`src/rtl/serial_eight_bit_subtractor.sv`:
```
// Bit-serial 8-bit subtractor: {borrow_out, diff} = x - y - borrow_in, one bit per clock, LSB first.
// Define SERIAL_SUB_SAT_EN to clamp diff to zero whenever the final borrow is set.
module serial_eight_bit_subtractor (
    input  logic       clk,
    input  logic       rst_n,
    input  logic       start,
    input  logic [7:0] x,
    input  logic [7:0] y,
    input  logic       borrow_in,
    output logic       busy,
    output logic       done,
    output logic [7:0] diff,
    output logic       borrow_out
);

    localparam int unsigned W  = 8;
    localparam int unsigned CW = 3;

    localparam logic [0:0] IDLE = 1'b0;
    localparam logic [0:0] BUSY = 1'b1;

    logic [0:0]    state, state_nxt;
    logic [W-1:0]  a_sr, a_nxt;
    logic [W-1:0]  b_sr, b_nxt;
    logic [W-1:0]  res_sr, res_nxt;
    logic          br, br_nxt;
    logic [CW-1:0] cnt, cnt_nxt;
    logic [W-1:0]  diff_nxt;
    logic          borrow_out_nxt;
    logic          done_nxt;
    logic          busy_nxt;

    // Full-subtractor cell on the current LSBs.
    logic         bit_a, bit_b, bit_d, bit_br;
    logic [W-1:0] final_res;

    assign bit_a     = a_sr[0];
    assign bit_b     = b_sr[0];
    assign bit_d     = bit_a ^ bit_b ^ br;
    assign bit_br    = (~bit_a & bit_b) | (~(bit_a ^ bit_b) & br);
    assign final_res = {bit_d, res_sr[W-1:1]};

    // State and datapath registers.
    always_ff @(posedge clk or negedge rst_n) begin
        if (!rst_n) begin
            state      <= IDLE;
            a_sr       <= '0;
            b_sr       <= '0;
            res_sr     <= '0;
            br         <= 1'b0;
            cnt        <= '0;
            diff       <= '0;
            borrow_out <= 1'b0;
            done       <= 1'b0;
            busy       <= 1'b0;
        end else begin
            state      <= state_nxt;
            a_sr       <= a_nxt;
            b_sr       <= b_nxt;
            res_sr     <= res_nxt;
            br         <= br_nxt;
            cnt        <= cnt_nxt;
            diff       <= diff_nxt;
            borrow_out <= borrow_out_nxt;
            done       <= done_nxt;
            busy       <= busy_nxt;
        end
    end

    // Next-state and next-output logic.
    always_comb begin
        state_nxt      = state;
        a_nxt          = a_sr;
        b_nxt          = b_sr;
        res_nxt        = res_sr;
        br_nxt         = br;
        cnt_nxt        = cnt;
        diff_nxt       = diff;
        borrow_out_nxt = borrow_out;
        done_nxt       = 1'b0;
        busy_nxt       = busy;

        case (state)
            IDLE: begin
                if (start) begin
                    a_nxt     = x;
                    b_nxt     = y;
                    br_nxt    = borrow_in;
                    cnt_nxt   = '0;
                    busy_nxt  = 1'b1;
                    state_nxt = BUSY;
                end
            end
            BUSY: begin
                a_nxt   = {1'b0, a_sr[W-1:1]};
                b_nxt   = {1'b0, b_sr[W-1:1]};
                res_nxt = final_res;
                br_nxt  = bit_br;
                cnt_nxt = cnt + CW'(1);
                if (cnt == CW'(W - 1)) begin
`ifdef SERIAL_SUB_SAT_EN
                    diff_nxt = bit_br ? '0 : final_res;
`else
                    diff_nxt = final_res;
`endif
                    borrow_out_nxt = bit_br;
                    done_nxt       = 1'b1;
                    busy_nxt       = 1'b0;
                    state_nxt      = IDLE;
                end
            end
            default: begin
                state_nxt = IDLE;
                busy_nxt  = 1'b0;
            end
        endcase
    end

endmodule

```
`config.mk`:
```
export PLATFORM = sky130hd
export DESIGN_NAME = serial_eight_bit_subtractor
export DESIGN_NICKNAME = d
export VERILOG_FILES = /design/src/rtl/serial_eight_bit_subtractor.sv
export SDC_FILE = /design/constraint.sdc
export NUM_CORES = 1
export LEC_CHECK = 0
export ABC_AREA = 1
export BUFFER_PORTS_ARGS = -buffer_cell sky130_fd_sc_hd__buf_2
export CAP_MARGIN = 20
export CORE_UTILIZATION = 45
export DETAILED_ROUTE_END_ITERATION = 8
export PLACE_DENSITY = 0.67
export RECOVER_POWER = 100
export SYNTH_ARGS = -nofsm -noshare
export SYNTH_HDL_FRONTEND = slang
export SYNTH_SLANG_ARGS = --single-unit
export TNS_END_PERCENT = 1
```
`constraint.sdc`:
```
create_clock -name clk -period 1.6 [get_ports clk]
set_input_delay 0.16 -clock clk [delete_from_list [all_inputs] [get_ports clk]]
set_output_delay 0.16 -clock clk [all_outputs]
set_load 0.005 [all_outputs]
```
==> results by group <==
Clock network
  • Buffer depth of the longest clock path: 2
  • Clock buffers created by TritonCTS: 5
  • Number of H-tree branching levels: 2
  • Number of resized instances in the post-cts repair step: 0
  • Root buffer cell: sky130_fd_sc_hd__clkbuf_8
  • Cts-stage hold buffer count: 1
  • Worst-path clk slew: 80 ps
  • Setup fix buffers added after clock tree synthesis: 0
  • Clock Sinks: 39
  • Clock tree from TritonCTS: built
  • Clock Latency Late Sink: slightly below 300 ps

Critical path
  • Family with the most delay on the worst path: flip-flops
  • Worst reg-to-reg setup slack: 270 ps
  • Crit path max-delay cell type: sky130_fd_sc_hd__dfrtp_1
  • Kind of end point of the critical path: flip-flop
  • CP max stage delay: about 530 ps
  • CP Launch Type: flip-flop
  • Ordered list of cells on the worst path: clkbuf_2, o21ai_0
  • Count of buffering cells on the critical path with inverters included: 1
  • Worst R2R Start: state
  • Path depth of the worst reg2reg path: 2
  • Required arrival time at the worst endpoint: ~1800 ps
  • Largest fanout of any net on the critical path: 26
  • Endpoint of the lowest-slack register-to-register path: res_sr[3]
  • CP arrival: between 1000 and 1500 ps
  • Crit path kind: reg -> reg

Power
  • Clock share of power: 0.258
  • Sequential share of power: 0.442
  • Pint: around 2.5 mW
  • Sw Pwr: around 1.2 mW
  • Areal power density over the cells: approximately 1900 nW/um^2
  • Fraction of power spent switching nets: 0.332
  • Combinational cell fraction of total power: 0.300
  • Maximum resistive drop on vdd: ~0.00084 V
  • Static leakage: between 1 and 1.5 nW

Die
  • CORE AREA: 3470 sq um
  • Number of rows created at floorplan: 21
  • Full die area: 4020 sq um
  • Initial core utilization: 0.490
  • I/O Pins: 31
  • Height of the die: roughly 63 um
  • Die outline width: ~63 um

Drt
  • Final antenna-violating net count: 0
  • Detailed-route wire length per cell: approximately 12 um
  • Total via count after detailed routing: ~1200
  • First-iteration detailed-routing DRC count: 47
  • Final wirelength: slightly below 3 mm
  • Avg Vias per Cell: between 4 and 5
  • DRC violation count after routing: 0
  • Number of iterations in the first detailed-routing pass: 4

Min path
  • Classification of the worst-slack hold path: in -> reg
  • Worst hold path cell count: 3
  • End of the worst hold path: b_sr[7]
  • Hold Startpoint: y[7]

STA
  • Number of pins with negative max-slew slack in the final report: 0
  • RSZ-0062 raised after global routing: no
  • Number of failing setup endpoints in the final timing report: 0
  • Setup TNS: 0 ps
  • Time the final worst path needs with I/O delays and setup: roughly 1300 ps
  • Number of endpoints with negative hold slack in the final report: 0
  • Max-Slew Margin vs Limit: 0.376
  • Transition time at the pin with the least slew margin: ~940 ps
  • Minimum setup slack in the final design: 269 ps
  • Share of the clock period used by the worst path after layout: 0.832
  • Timing-limited maximum frequency: 752 MHz
  • Setup Skew: a little over 8 ps

Synth
  • Number of warnings issued by yosys: 0
  • Distinct cells, synth: 15
  • Seq/Total Area, Yosys: 0.575
  • Post-synth design cell area: approximately 1700 sq um
  • Number of synthesized register bits: 39
  • Avg Cell Area, Syn: roughly 9.5 sq um
  • Syn Nets: 203
  • Cells after synthesis: between 150 and 200

Layout
  • Area growth from synthesis to final layout: 14.7%
  • Number of nets in the final layout: around 230
  • Number of standard cells in the final layout excluding fillers: 257
  • Number of antenna diodes: 0
  • Share of cells above drive strength 1: 0.199

Global route
  • Global-route wire length before repair: 5.11 mm
  • Vias in the first global route: ~1200
  • Maximum number of pins on one net before global-route repair: 40
  • Global-route total usage across every layer: 0.168
  • Overflow left after global routing: 0
  • Initial antenna violation count: 0

Outcome
  • Status: completed

Place
  • Number of buffers inserted by port buffering: 30
  • Worst slack, placed: 242 ps
  • Weighted congestion reported at the end of routability-driven placement: around 0.7
  • Placed wire-length estimate: 1.96 mm
  • Dpl cells: around 250

Run
  • Number of max-cap violations: 0
routing by layer:
metal  up-vias  wire [um]  track usage
li1        629          -            -
met3         4        166       0.0562
met5         -          0            0
met4         0         58       0.0767
met2        33       1360        0.271
met1       580       1370        0.203
cell usage in the layout, fill, tap and decap left out, types with 2 or more instances in the layout:
master | synthesis | routed
sky130_fd_sc_hd__buf_2 | 4 | 29
sky130_fd_sc_hd__bufinv_16 | 0 | 2
sky130_fd_sc_hd__clkbuf_1 | 0 | 3
sky130_fd_sc_hd__clkbuf_2 | 0 | 2
sky130_fd_sc_hd__clkbuf_8 | 0 | 5
sky130_fd_sc_hd__dfrtp_1 | 39 | 39
sky130_fd_sc_hd__ha_1 | 3 | 3
sky130_fd_sc_hd__inv_1 | 11 | 11
sky130_fd_sc_hd__nand2_1 | 63 | 63
sky130_fd_sc_hd__nand3_1 | 32 | 32
sky130_fd_sc_hd__o21ai_0 | 8 | 15
power by group through the flow:
stage                     Clock (mW)  Sequential, mW  Combinational, mW
final                          0.952            1.63               1.11
after global routing            1.02            1.68               1.30
after CTS                      0.976            1.64               1.25
after detailed placement           0            1.65               1.25
after global placement             0            1.64               1.19
after floorplan                    0            1.60              0.983
stage by stage:
step           total power, mW  utilization  area (sq um)  hold WS, ps
2_1_floorplan             2.59            -          1700         -136
3_3_place_gp              2.83        0.532          1840          236
3_5_place_dp              2.90        0.532          1840          244
4_1_cts                   3.86        0.573          1990          101
5_1_grt                   4.01        0.562          1950          117
6_report                  3.69        0.562          1950          107
state kept, by name, summed over array words and instances, names as in the netlist:
name        count
b_sr            8
diff            8
br              1
borrow_out      1
res_sr          7
busy            1
done            1
cnt             3
a_sr            8
state           1
synthesized netlist by cell type:
cell / instances / share of area
sky130_fd_sc_hd__fa_1: 1 / 0.012
sky130_fd_sc_hd__inv_1: 11 / 0.024
sky130_fd_sc_hd__o21ai_0: 8 / 0.024
sky130_fd_sc_hd__o21ai_2: 8 / 0.041
sky130_fd_sc_hd__nor2_1: 1 / 0.0022
sky130_fd_sc_hd__nand2_4: 1 / 0.0066
sky130_fd_sc_hd__buf_2: 4 / 0.012
sky130_fd_sc_hd__nand2_1: 63 / 0.14
sky130_fd_sc_hd__inv_4: 1 / 0.0037
sky130_fd_sc_hd__nand3_1: 32 / 0.094
sky130_fd_sc_hd__buf_6: 5 / 0.033
sky130_fd_sc_hd__dfrtp_1: 39 / 0.57
sky130_fd_sc_hd__nor2_4: 1 / 0.0066
sky130_fd_sc_hd__buf_4: 1 / 0.0044
sky130_fd_sc_hd__ha_1: 3 / 0.022
worst register-to-register path: cells and delay by family (launching register included):
family | cells | cell delay [ps]
flip-flops | 1 | 530
buffers and inverters | 1 | 480
AO/OA/AOI/OAI | 1 | 190
logic make-up after synthesis:
logic type / after synthesis / synth area share
flops: 39 / 0.575
simple gates: 98 / 0.249
compound gates: 16 / 0.0649
buf+inv: 22 / 0.0774
fa+ha+maj: 4 / 0.0339
worst max-delay path by stage:
stage / from / to / slack, ps / cells after the start
after detailed placement: cnt[0] / diff[7] / 240 / 6
after global routing: state / b_sr[1] / 140 / 4
after floorplan: cnt[0] / diff[5] / 370 / 6
after CTS: cnt[0] / diff[7] / 220 / 6
after global placement: cnt[0] / diff[7] / 290 / 6
final: state / res_sr[3] / 270 / 2
area by class of cell:
type                    count  area, sq um
clock buffers               6         72.6
clock inverters             2         60.1
fillers                   340         1520
inverters                  12         45.0
multi-input cells         118          564
flip-flops and latches     39          976
well taps                  46         57.6
repair buffers             34          173
No activity file was read; power rests on OpenSTA's default activity.
